## src/rtl/step_responder.sv

```systemverilog
// ---------------------------------------------------------------------------
// step_responder
//
// Watches the step code coming from the control unit and turns every step
// change into a single-cycle, one-hot datapath strobe. It also keeps its own
// count of completed iterations, cross-checks it against the control unit,
// and raises sticky flags for illegal step order, iteration disagreement and
// a stalled step sequence.
//
// Parameters
//   WDOG_LIMIT       cycles without a step change in RUN before stall is set
//   ITER_W           width of the iteration fields
//
// Ports
//   clk              system clock, rising edge
//   rst              asynchronous, active-high reset
//   step[3:0]        current step code from the control unit
//   change_iteration iteration-advance indication (counted on its rising edge)
//   done             run-complete indication
//   iteration        control unit's current iteration count
//   total_iteration  control unit's target iteration count
//   op_en[6:0]       one-hot strobes for steps 1..7 (bit0 = step 1)
//   iter_count       locally counted completed iterations (saturating)
//   busy             FSM is in RUN
//   finished         FSM is in DONE
//   seq_err          sticky illegal step order flag
//   iter_mismatch    sticky local/control-unit iteration disagreement flag
//   stall            sticky watchdog expiry flag
//
// Build option
//   STEP_ORDER_CHECK_EN  when defined, the step-order checker drives seq_err;
//                        otherwise seq_err is tied low and the checker is
//                        not built.
// ---------------------------------------------------------------------------
module step_responder #(
  parameter int WDOG_LIMIT = 255,
  parameter int ITER_W     = 12
) (
  input  logic              clk,
  input  logic              rst,
  input  logic [3:0]        step,
  input  logic              change_iteration,
  input  logic              done,
  input  logic [ITER_W-1:0] iteration,
  input  logic [ITER_W-1:0] total_iteration,
  output logic [6:0]        op_en,
  output logic [ITER_W-1:0] iter_count,
  output logic              busy,
  output logic              finished,
  output logic              seq_err,
  output logic              iter_mismatch,
  output logic              stall
);

  localparam int WDOG_W = $clog2(WDOG_LIMIT + 1);
  localparam logic [WDOG_W-1:0] WDOG_MAX = WDOG_W'(WDOG_LIMIT);

  typedef enum logic [1:0] {
    IDLE,
    RUN,
    DONE
  } state_t;

  state_t            state;
  state_t            state_nxt;
  logic [3:0]        step_q;
  logic              chg_q;
  logic [WDOG_W-1:0] wdog;
  logic [WDOG_W-1:0] wdog_nxt;
  logic [6:0]        op_en_nxt;
  logic [ITER_W-1:0] iter_nxt;
  logic              entry;
  logic              strobe_code;
  logic              done_first;
  logic              chg_rise;
  logic              mismatch_set;

  // A step entry is any cycle where the incoming code differs from the one
  // captured on the previous edge. Only codes 1..7 map onto a strobe bit.
  assign entry       = (step != step_q);
  assign strobe_code = (step != 4'd0) && !step[3];
  assign done_first  = done && (state != DONE);
  assign chg_rise    = change_iteration && !chg_q;

  assign busy     = (state == RUN);
  assign finished = (state == DONE);

  // Next-state and strobe decode. done always wins: it moves the FSM to
  // DONE and suppresses any strobe that a simultaneous step entry would
  // otherwise have produced. Once in DONE nothing leaves except reset.
  always_comb begin
    state_nxt = state;
    op_en_nxt = '0;
    case (state)
      IDLE: begin
        if (done) begin
          state_nxt = DONE;
        end else if (entry && (step == 4'd1)) begin
          state_nxt = RUN;
        end
      end
      RUN: begin
        if (done) begin
          state_nxt = DONE;
        end
      end
      DONE: begin
        state_nxt = DONE;
      end
      default: begin
        state_nxt = IDLE;
      end
    endcase
    if ((state != DONE) && !done && entry && strobe_code) begin
      op_en_nxt = 7'b1 << (step - 4'd1);
    end
  end

  // Local iteration count advances on change_iteration rising edges and
  // sticks at all-ones. The done-time comparison looks at this next value so
  // that an advance landing on the same edge as done is already included.
  always_comb begin
    iter_nxt = iter_count;
    if (chg_rise && (iter_count != '1)) begin
      iter_nxt = iter_count + ITER_W'(1);
    end
    mismatch_set = 1'b0;
    if ((state == RUN) && entry && (step == 4'd1) && (iteration != iter_count)) begin
      mismatch_set = 1'b1;
    end
    if (done_first && (iter_nxt != total_iteration)) begin
      mismatch_set = 1'b1;
    end
  end

  // Watchdog only moves while running: cleared by a step entry, otherwise
  // counting up until it reaches the limit, where it parks.
  always_comb begin
    wdog_nxt = wdog;
    if (state == RUN) begin
      if (entry) begin
        wdog_nxt = '0;
      end else if (wdog != WDOG_MAX) begin
        wdog_nxt = wdog + WDOG_W'(1);
      end
    end
  end

  // State register and all sequential bookkeeping. Reset clears everything,
  // including step_q, so the first cycle after release sees a step entry for
  // any nonzero code already present on the input.
  always_ff @(posedge clk or posedge rst) begin
    if (rst) begin
      state         <= IDLE;
      step_q        <= 4'd0;
      chg_q         <= 1'b0;
      op_en         <= '0;
      iter_count    <= '0;
      wdog          <= '0;
      iter_mismatch <= 1'b0;
      stall         <= 1'b0;
    end else begin
      state         <= state_nxt;
      step_q        <= step;
      chg_q         <= change_iteration;
      op_en         <= op_en_nxt;
      iter_count    <= iter_nxt;
      wdog          <= wdog_nxt;
      iter_mismatch <= iter_mismatch | mismatch_set;
      stall         <= stall | ((state == RUN) && (wdog_nxt == WDOG_MAX));
    end
  end

`ifdef STEP_ORDER_CHECK_EN
  logic seq_legal;
  logic seq_err_q;

  // Allowed moves: 0 from anywhere, 1 from 0 or 7, and k -> k+1 for k in
  // 1..6. Everything else, including any move onto 8..15, is an error.
  always_comb begin
    seq_legal = 1'b0;
    if (step == 4'd0) begin
      seq_legal = 1'b1;
    end else if ((step == 4'd1) && ((step_q == 4'd0) || (step_q == 4'd7))) begin
      seq_legal = 1'b1;
    end else if ((step_q >= 4'd1) && (step_q <= 4'd6) && (step == step_q + 4'd1)) begin
      seq_legal = 1'b1;
    end
  end

  // Sticky order-error flag, cleared only by reset.
  always_ff @(posedge clk or posedge rst) begin
    if (rst) begin
      seq_err_q <= 1'b0;
    end else if (entry && !seq_legal) begin
      seq_err_q <= 1'b1;
    end
  end

  assign seq_err = seq_err_q;
`else
  assign seq_err = 1'b0;
`endif

endmodule
```

## config.mk

```make
export PLATFORM = sky130hd
export DESIGN_NAME = step_responder
export DESIGN_NICKNAME = d
export VERILOG_FILES = /design/src/rtl/step_responder.sv
export SDC_FILE = /design/constraint.sdc
export NUM_CORES = 1
export LEC_CHECK = 0
export BUFFER_PORTS_ARGS = -buffer_cell sky130_fd_sc_hd__buf_2
export CAP_MARGIN = 20
export CORE_MARGIN = 5
export CORE_UTILIZATION = 50
export DETAILED_ROUTE_END_ITERATION = 10
export HOLD_SLACK_MARGIN = 0.12
export PLACE_DENSITY = 0.74
export SYNTH_ARGS = -nofsm -noshare
export SYNTH_HDL_FRONTEND = slang
export SYNTH_SLANG_ARGS = --single-unit
```

## constraint.sdc

```tcl
create_clock -name clk -period 5.5 [get_ports clk]
set_input_delay 1.1 -clock clk [delete_from_list [all_inputs] [get_ports clk]]
set_output_delay 1.1 -clock clk [all_outputs]
set_load 0.05 [all_outputs]
```

Word level (Yosys, flattened, before mapping)
Index checks and enable logic that the tools add are counted.
- register bits after elaboration: 36
- word-level logic and storage cells: 56
- add/sub/neg operators: 3
- equality and inequality tests: 12
- shift operators: 1
- muxes and demuxes: 11
- bitwise operators: 2
- reduce and logical (&&, ||, !) cells: 19
- operator list (operator ; count):
    2-to-1 mux 8 bit ; 3
    != test 12 bit ; 2
    logical AND 1 bit ; 13
    adder 12 x 1 -> 12 bit (second input constant) ; 1
    2-to-1 mux 12 bit ; 1
    != test 12 bit (second input constant) ; 1
    adder 8 x 1 -> 8 bit (second input constant) ; 1
    equality test 8 bit (second input constant) ; 1
    != test 8 bit (second input constant) ; 1
    2-to-1 mux 7 bit ; 1
    left shift 1 x 4 -> 7 bit (first input constant) ; 1
    2-to-1 mux 2 bit ; 3
    case mux 2 bit (3 select lines) ; 1
    equality test 4 x 1 -> 1 bit (second input constant) ; 1
    != test 2 bit (second input constant) ; 2
    != test 4 bit ; 1
    nonzero test 4 bit ; 1
    subtractor 4 x 1 -> 4 bit (second input constant) ; 1
    logical NOT 1 bit ; 3
    != test 3 bit (second input constant) ; 1
    equality test 2 x 1 -> 1 bit (second input constant) ; 1
    equality test 2 bit (second input constant) ; 1
    logical NOT 2 bit ; 1
    2-to-1 mux 1 bit ; 2
    2 further kinds ; 3

Longest topological paths before layout
- depth after elaboration: 8
- gate-level depth with buffers: 9
- gate-level depth less buffers: 8

Worst setup path after synthesis
Ideal clock, no wire load.
- path type: input to register
- start point: input step[1]
- end point: register iter_mismatch
- arrival: 2608 ps
- setup slack: 2773 ps
- stages on the path: 8
- buffers on the path: 1
- cells stage by stage: clkbuf_1 -> xnor2_1 -> nand4_1 -> a31oi_1 -> o21ai_1 -> nor4_1 -> nand4_1 -> o21a_1
- cells in the longest elaborated chain, start to end: 7
- elaborated cells on any way between the ends: 8
- those cells by class: eq/ne: 2; mux: 2; bitwise: 1; reduce/logical: 3
- RTL lines (what ; RTL line ; RTL):
    start: declaration ; 41 ; input logic [3:0] step,
    != test 4 bit ; 80 ; assign entry = (step != step_q);
    logical AND 1 bit ; 128 ; if ((state == RUN) && entry && (step == 4'd1) && (iteration != iter_count)) begin
    logical AND 1 bit * (2 in series) ; 128 ;
    2-to-1 mux 1 bit * ; 128 ;
    2-to-1 mux 1 bit * ; 131 ; if (done_first && (iter_nxt != total_iteration)) begin
    OR 1 bit * ; 169 ; iter_mismatch <= iter_mismatch | mismatch_set;
    end signal: assignment ; 169 ;
    end: declaration ; 51 ; output logic iter_mismatch,
Every way passes the cells marked *; elsewhere a longest branch is shown, timed or not.
A chain may end at the register's enable or synchronous reset.

Final worst setup path
- start point: input change_iteration
- end point: register iter_mismatch
- cells in the longest elaborated chain, start to end: 7
- RTL lines (what ; RTL line ; RTL):
    start: declaration ; 42 ; input logic change_iteration,
    logical AND 1 bit ; 83 ; assign chg_rise = change_iteration && !chg_q;
    logical AND 1 bit ; 124 ; if (chg_rise && (iter_count != '1)) begin
    2-to-1 mux 12 bit ; 124 ;
    != test 12 bit ; 131 ;
    logical AND 1 bit ; 131 ;
    2-to-1 mux 1 bit ; 131 ;
    OR 1 bit ; 169 ;
No other way between the ends.

==> flow_summary.yaml <==
status:
  status: "finished clean"
floorplanning:
  coreArea_um2: 4290
  die_h_um: 76.2
  die-area_um2: 5800
  placementRows: 24
  initial_core_util: 0.510
  fp.dieW_um: 76.2
  top_level_ports: 56
clock_network:
  tritoncts: "built"
  h-tree-depth: 2
  numClockSinks: 36
  clock-root-buffer: "clkbuf_8"
  cts.reportedPaths.clkPinSlew_ps: 70
  cts_setup_buffers: 0
  cts_buffer_depth: 2
  clk-insertion-delay-late_ps: 290
  cts_resized: 0
  numCtsBuffers: 5
  cts-hold-fix-buffers: 0
cells_and_area:
  area_delta_synth_final_pct: 18.1
  fin_area_um2: 2580
  stdcell_count: 333
  layout_commonest_cell: "buf_2"
  layout_common_cells: "buf_2 (54), dfrtp_1 (36), xnor2_1 (28)"
  drive_gt1_frac: 0.260
  fillers: 378
  fin_nets: 319
  antennaDiodeCount: 0
global_routing:
  grt_use_met2: 0.301
  grt_pass1_vias: 1876
  antenna_found_initial: 0
  grt_use_met3: 0.0402
  grt_first_pass_wirelength_um: 8550
  gr-max-usage-layer: "met2"
  grtUsageTotal: 0.179
  grt_max_degree: 37
  grt_use_met1: 0.218
  grt_overflow: 0
placement:
  placedCellCount: 325
  place.gp.congestion: 0.848
  numPortBuffers: 54
  placed_area_um2: 2470
  dp_hpwl_um: 3820
  place_ws_ps: 2490
setup_path:
  start_kind: "primary input"
  r2r_cells: 8
  worstPathArrival_ps: 2950
  setup.worst_path.end_class: "register"
  path_class: "primary input to register"
  path_max_fanout: 5
  crit_required_ps: 5690
timing:
  rsz0062_at_grt: "false"
  worst_pin_slew_ps: 630
  fin_skew_ps: 5.37
  period_needed_ps: 2760
  max_clock_freq_mhz: 362
  period_share: 0.502
  drv_slew: 0
  worst_slack_ps: 2740
  setup_viol: 0
  tns_ps: 0
  relSlewSlack: 0.574
  finalHoldViolations: 0
drt:
  drtIter0Drc: 141
  remaining_drc_errors: 0
  via_count: 1867
  wl_um: 5050
  firstDrtPassIters: 4
  wl_per_cell_um: 15.2
  vias_per_cell: 5.61
  drtAntennaViolNets: 0
logic_synthesis:
  ys_seq_area_frac: 0.411
  ys_top_cells_by_area: "dfrtp_1 (41%), xnor2_1 (11%), ha_1 (4.0%)"
  postSynthAreaPerCell_um2: 9.65
  syn-num-nets: 266
  ys_seq_elements: 36
  synth_top_cell_by_area: "dfrtp_1"
  synth_top_area_frac: 0.411
  synth_cells: 227
  synth-main-ff-cell: "dfrtp_1"
  netlist_area_um2: 2190
  synth_cell_types: 54
  yosys_warnings: 0
  synthArstFlopShare: 1.00
  synth_edf_count: 0
worst_hold_path:
  hold_depth: 1
  hold_class: "register to register"
power:
  leakagePower_nw: 1.16
  ir_worst_vdd_mv: 0.226
  powerDensity_nw_per_um2: 423
run:
  drv_cap: 0
[layer usage]
| metal | up-vias | wire length [um] |
|---|---|---|
| li1 | 919 | - |
| met1 | 874 | 2170 |
| met2 | 67 | 2500 |
| met3 | 7 | 275 |
| met4 | 0 | 103 |
| met5 | - | 0 |
[worst max-delay path, stage by stage]
cell and delay (ps):
buf_2 130, nand3b_4 100, or4_4 530, o311ai_2 260, o21ai_1 100, nor4_1 350
nand4_1 170, o21a_1 210
[area by class of cell]
cell class,instances,area (um2),share of cell area
inverters,8,30.0,0.0116
clock inverters,3,42.5,0.0165
clock buffers,5,68.8,0.0266
repair buffers,55,278,0.107
well taps,52,65.1,0.0252
flip-flops and latches,36,901,0.348
multi-input cells,174,1200,0.464
[synthesized netlist by cell type, types with 2 or more instances]
library cell	n
o21ai_0	10
and3_1	2
mux2i_1	3
ha_1	7
nor4_1	3
xor2_1	4
inv_1	8
and2_1	4
nand4_1	11
o21a_1	3
a31oi_1	6
and4_1	2
nand3_1	7
clkbuf_1	3
buf_6	2
nor2_1	13
xnor2_1	28
nand2_1	17
nor3_1	7
mux2_2	2
nor2b_1	4
a21oi_1	11
nor3b_1	3
buf_4	2
dfrtp_1	36
[through the flow]
stage | util | hold slack (ps) | power, mW
2_1_floorplan | - | 505 | 0.745
3_3_place_gp | 0.576 | 452 | 0.853
3_5_place_dp | 0.576 | 455 | 0.862
4_1_cts | 0.602 | 472 | 1.10
5_1_grt | 0.602 | 499 | 1.17
6_report | 0.602 | 470 | 1.09
[power by group]
group | internal [mW] | switching, mW | total, mW | leakage [nW]
sequential | 0.325 | 0.0925 | 0.418 | 0.467
combinational | 0.156 | 0.285 | 0.441 | 0.639
clock | 0.134 | 0.0997 | 0.234 | 0.0541
total | 0.615 | 0.477 | 1.09 | 1.16
[logic make-up (layout without fill, tap and decap cells)]
logic type      count (synthesis)  after routing  synth area share
buf+inv                        17             71            0.0406
flops                          36             36             0.411
compound gates                 43             43             0.127
fa+ha+maj                       7              7            0.0400
xor+xnor                       32             32             0.128
other cells                     1              1           0.00171
mux                             5              5            0.0240
simple gates                   86             86             0.227
[flip-flops by register name, summed over array words and instances, names as in the netlist]
name / flops
chg_q: 1
iter_mismatch: 1
step_q: 4
op_en: 7
iter_count: 12
stall: 1
wdog: 8
state: 2
[final timing paths]
check / slack (ps) / start / endpoint
setup / recovery: 2740 / change_iteration / iter_mismatch
hold / removal: 470 / stall / stall
setup reg to reg: 2890 / iter_count[1] / iter_mismatch
hold reg to reg: 470 / stall / stall
max in group asynchronous: 4280 / rst / iter_count[4]
min in group asynchronous: 900 / rst / chg_q
(Power assumes the default switching activity.)
